==> config.mk <==
export PLATFORM = sky130hd
export DESIGN_NAME = mux_sel_arbiter_flat
export DESIGN_NICKNAME = d
export VERILOG_FILES = /design/src/rtl/mux_sel_arbiter_if.sv /design/src/rtl/mux_sel_arbiter.sv /design/src/flat_wrapper.sv
export SDC_FILE = /design/constraint.sdc
export NUM_CORES = 1
export LEC_CHECK = 0
export CAP_MARGIN = 20
export CELL_PAD_IN_SITES_DETAIL_PLACEMENT = 2
export CELL_PAD_IN_SITES_GLOBAL_PLACEMENT = 2
export CORE_AREA = 2 2 53 55
export DETAILED_ROUTE_END_ITERATION = 10
export DIE_AREA = 0 0 55 57
export PLACE_DENSITY_LB_ADDON = 0.1
export RECOVER_POWER = 50
export REMOVE_ABC_BUFFERS = 1
export SKIP_CTS_REPAIR_TIMING = 1
export SLEW_MARGIN = 10
export SYNTH_ARGS = -nofsm -noshare
export SYNTH_HDL_FRONTEND = slang
export SYNTH_SLANG_ARGS = --single-unit
==> constraint.sdc <==
create_clock -name clk -period 2.5 [get_ports clk]
set_clock_uncertainty 0.2 [all_clocks]
set_input_delay 0.5 -clock clk [delete_from_list [all_inputs] [get_ports clk]]
set_output_delay 0.5 -clock clk [all_outputs]
set_load 0.05 [all_outputs]
==> src/rtl/mux_sel_arbiter_if.sv <==
// Bundle between the four requesting units, the shared resource and the arbiter.
// Handshake: a requester holds req[i] high for as long as it wants the resource. It owns the
// resource in every cycle where grant[i]=1. done is a one-cycle pulse from the resource that
// ends the current ownership. done is ignored while nothing is granted.
interface mux_sel_arbiter_if;
    logic [3:0] req;
    logic       done;
    logic [3:0] grant;
    logic [1:0] sel;
    logic       busy;
    logic       timeout_err;

    modport master (output req, done, input grant, sel, busy, timeout_err);
    modport slave  (input req, done, output grant, sel, busy, timeout_err);
endinterface

==> src/rtl/mux_sel_arbiter.sv <==
// Round-robin arbiter for four requesters sharing one mux_4x1 path. A watchdog releases a
// grant that is held too long, and the next owner is granted on the same edge as the release.
module mux_sel_arbiter #(
    parameter int TIMEOUT = 16,
    parameter int CNT_W   = 5
) (
    input  logic              clk,
    input  logic              reset_n,
    mux_sel_arbiter_if.slave  bus,
    output logic [0:0]        state_dbg
);

    typedef enum logic {IDLE = 1'b0, BUSY = 1'b1} state_t;

    state_t             state_q, state_d;
    logic [3:0]         grant_q, grant_d;
    logic [1:0]         sel_q, sel_d;
    logic [1:0]         last_q, last_d;
    logic [CNT_W-1:0]   cnt_q, cnt_d;
    logic               terr_q, terr_d;
    logic [2:0]         pick;
    logic               at_limit;
    logic               release_now;

    // The search runs from last+1 around to last itself. A sole requester that was just
    // served can therefore win again.
    function automatic logic [2:0] rr_pick(input logic [3:0] r, input logic [1:0] last);
        logic [2:0] res;
        logic [1:0] idx;
        res = {1'b0, last};
        for (int i = 4; i >= 1; i--) begin
            idx = last + 2'(i);
            if (r[idx]) begin
                res = {1'b1, idx};
            end
        end
        return res;
    endfunction

    assign pick        = rr_pick(bus.req, last_q);
    assign at_limit    = (cnt_q == CNT_W'(TIMEOUT - 1));
    assign release_now = bus.done || !bus.req[sel_q] || at_limit;

    always_comb begin
        state_d = state_q;
        grant_d = grant_q;
        sel_d   = sel_q;
        last_d  = last_q;
        cnt_d   = cnt_q;
        terr_d  = 1'b0;
        case (state_q)
            IDLE: begin
                if (pick[2]) begin
                    grant_d = 4'b0001 << pick[1:0];
                    sel_d   = pick[1:0];
                    last_d  = pick[1:0];
                    cnt_d   = '0;
                    state_d = BUSY;
                end
            end
            BUSY: begin
                if (release_now) begin
                    terr_d = at_limit && !bus.done;
                    cnt_d  = '0;
                    if (pick[2]) begin
                        grant_d = 4'b0001 << pick[1:0];
                        sel_d   = pick[1:0];
                        last_d  = pick[1:0];
                    end else begin
                        grant_d = 4'b0000;
                        state_d = IDLE;
                    end
                end else begin
                    cnt_d = cnt_q + CNT_W'(1);
                end
            end
            default: begin
                state_d = IDLE;
                grant_d = 4'b0000;
            end
        endcase
    end

    always_ff @(posedge clk or negedge reset_n) begin
        if (!reset_n) begin
            state_q <= IDLE;
            grant_q <= 4'b0000;
            sel_q   <= 2'b00;
            last_q  <= 2'd3;
            cnt_q   <= '0;
            terr_q  <= 1'b0;
        end else begin
            state_q <= state_d;
            grant_q <= grant_d;
            sel_q   <= sel_d;
            last_q  <= last_d;
            cnt_q   <= cnt_d;
            terr_q  <= terr_d;
        end
    end

    assign bus.grant       = grant_q;
    assign bus.sel         = sel_q;
    assign bus.busy        = |grant_q;
    assign bus.timeout_err = terr_q;
    assign state_dbg       = state_q;

endmodule

==> src/flat_wrapper.sv <==
// flat-port wrapper written by rule: the top's interface ports become plain ports
module mux_sel_arbiter_flat 
#(
    parameter int TIMEOUT = 16,
    parameter int CNT_W   = 5
)
  (clk, reset_n, state_dbg, bus_req, bus_done, bus_grant, bus_sel, bus_busy, bus_timeout_err);
  mux_sel_arbiter_if bus_i ();
  input  logic clk;
  input  logic reset_n;
  output logic [0:0] state_dbg;
  input wire logic [$bits(bus_i.req)-1:0] bus_req;
  input wire logic [$bits(bus_i.done)-1:0] bus_done;
  output wire logic [$bits(bus_i.grant)-1:0] bus_grant;
  output wire logic [$bits(bus_i.sel)-1:0] bus_sel;
  output wire logic [$bits(bus_i.busy)-1:0] bus_busy;
  output wire logic [$bits(bus_i.timeout_err)-1:0] bus_timeout_err;
  assign bus_i.req = bus_req;
  assign bus_i.done = bus_done;
  assign bus_grant = bus_i.grant;
  assign bus_sel = bus_i.sel;
  assign bus_busy = bus_i.busy;
  assign bus_timeout_err = bus_i.timeout_err;
  mux_sel_arbiter #(.TIMEOUT(TIMEOUT), .CNT_W(CNT_W)) u_core (.clk(clk), .reset_n(reset_n), .bus(bus_i), .state_dbg(state_dbg));
endmodule
==> metrics.yaml <==
rsz0062_at_grt: "no"
ys.flop_type: "dfrtp_1"
hold_violations: 0
synth_cell_types: 34
cts_tree: "built"
irDropWorstVdd_mv: 0.687
crit_required_ns: 2.51
drv_cap: 0
async_reset_ff_share_pct: 100
synthMostInstantiatedCell: "dfrtp_1"
nets: 99
holdPathStages: 2
pin_count: 16
viasPerCell: 5.41
core-area_um2: 2620
dpl-instance-area_um2: 988
netlist.area_leader.share_pct: 41.1
multi_input_comb_area_um2: 372
syn_inst: 68
critPathKind: "reg -> reg"
num-fill-cells: 296
drv_slew: 0
hold_start: "u_core.cnt_q[4]"
power.density_nw_per_um2: 1140
ys_ff_latch: 15
holdPathEnd: "u_core.cnt_q[4]"
hp-class: "reg -> reg"
synth.top_cells.by_count: "13 x dfrtp_1, 6 x o21ai_0, 4 x mux2_4, 4 x nand2_1, 3 x inv_1"
hold_ws_ns: 0.290
final-setup-viol-count: 0
r2r_end: "u_core.cnt_q[3]"
syn_avg_cell_area_um2: 11.6
die_w_um: 55
relSlewSlack_pct: 52.1
r2r_cells: 8
setup.worst_path.end_class: "flop"
drc_errors: 0
hpwl_um: 1520
track_usage_pct: 15.2
critical_path_peak_fanout: 5
port-buffer-count: 15
final_antenna_net_count: 0
period_share_pct: 92.7
drtPass1Iterations: 4
r2r_slack_ns: 0.18
die_area_um2: 3140
place_congestion: 0.709
row_count: 19
register_area_um2: 378
drtIter0Drc: 3
status: "finished clean"
p_leak_nw: 0.459
htreeDepth: 1
rr_startpoint: "u_core.cnt_q[0]"
initial_core_util_pct: 30.2
fin_setup_tns_ns: 0
yosysWarnings: 0
fin_area_um2: 1010
synth.largest_area_cell: "dfrtp_1"
route.vias.total: 649
synth_area_leaders: "dfrtp_1 41%, mux2_4 7.6%, dfstp_2 6.6%"
ys_seq_area_share_pct: 47.8
cts_buffer_depth: 2
period_needed_ns: 2.32
grt_pass1_wl_um: 3480
clock_latency_ns: 0.28
wirelength_um: 2000
cts-buffers-inserted: 3
chipHeight_um: 57
path_clk_slew_ns: 0.10
clock_sinks: 15
fmax_mhz: 431
clockRootBuffer: "clkbuf_4"
final_cells: 120
start_kind: "flop"
antenna_found_initial: 0
synth_area_um2: 791
area_growth_pct: 28.0
layout-drive-gt1-share_pct: 20.2
finalCoreUtilization_pct: 38.7
grt_overflow: 0
grt_max_degree: 16
wl_per_cell_um: 16.7
synth-edff-count: 0
diodes: 0
grt_pass1_vias: 703
worst_ep_arrival_time_ns: 2.33
worst_pin_slew_ns: 0.716
place_inst: 116
==> sequential cells by signal, summed over array words and instances, names as in the netlist <==
signal	flops
u_core.bus.timeout_err	1
u_core.state_dbg	1
u_core.bus.sel	2
u_core.last_q	2
u_core.bus.grant	4
u_core.cnt_q	5
==> routing by layer <==
layer / GRT usage [%] / share of wire [%] / vias to the layer above
met1: 19.3 / 45 / 341
met4: 3.14 / 0.40 / 0
met5: 0 / 0 / -
li1: - / - / 298
met2: 25.7 / 51 / 8
met3: 3.66 / 2.9 / 2
==> per-stage QoR <==
step,worst slack [ns],total power [W]
after floorplan,0.294,0.000809
after global placement,0.0667,0.00102
after detailed placement,0.0253,0.00102
after CTS,0.145,0.00118
after global routing,0.00793,0.00123
final,0.182,0.00116
==> cell usage in the layout (no fill, tap or decap), types with 3 or more instances in the layout <==
cell	count
buf_4	6
clkbuf_4	3
clkdlybuf4s50_1	11
dfrtp_1	13
dlygate4sd3_1	3
inv_1	3
mux2_4	4
nand2_1	4
o21ai_0	6
==> worst max-delay path by stage <==
stage / end / startpoint
after floorplan: u_core.bus.sel[0] / u_core.bus.sel[0]
after global placement: u_core.bus.sel[0] / bus_req[0]
after detailed placement: u_core.bus.sel[1] / bus_req[0]
after CTS: u_core.cnt_q[3] / u_core.cnt_q[0]
after global routing: u_core.cnt_q[3] / u_core.cnt_q[0]
final: u_core.cnt_q[3] / u_core.cnt_q[0]
==> critical path: stages, from the launching register on <==
cell	delay [ns]
dfrtp_1	0.43
ha_1	0.24
and3_1	0.19
ha_1	0.19
nor3b_1	0.29
nand2_2	0.14
buf_4	0.16
or3_1	0.34
o21ai_0	0.08
==> cells by family (layout without fill, tap and decap cells) <==
group | after synthesis | in the layout | synth area share, %
compound gates | 21 | 21 | 18.5
fa+ha+maj | 2 | 2 | 3.16
simple gates | 19 | 19 | 14.9
flops | 15 | 15 | 47.8
buf+inv | 6 | 27 | 4.75
mux | 5 | 5 | 10.9
==> where the power goes <==
part | total (W) | internal (W) | switching, W | leakage [nW]
Combinational | 0.000613 | 0.000268 | 0.000345 | 0.253
Sequential | 0.000402 | 0.000324 | 0.0000780 | 0.188
Clock | 0.000143 | 0.0000593 | 0.0000835 | 0.0177
==> cell type report <==
type                            instances  area share, %
Tap cell                               31           3.83
Clock inverter                          1          0.494
Clock buffer                            3           2.22
Inverter                                3           1.11
Multi-Input combinational cell         47           36.7
Timing Repair Buffer                   20           18.3
Sequential cell                        15           37.3
Note: power is estimated with default switching activity, not from simulation.
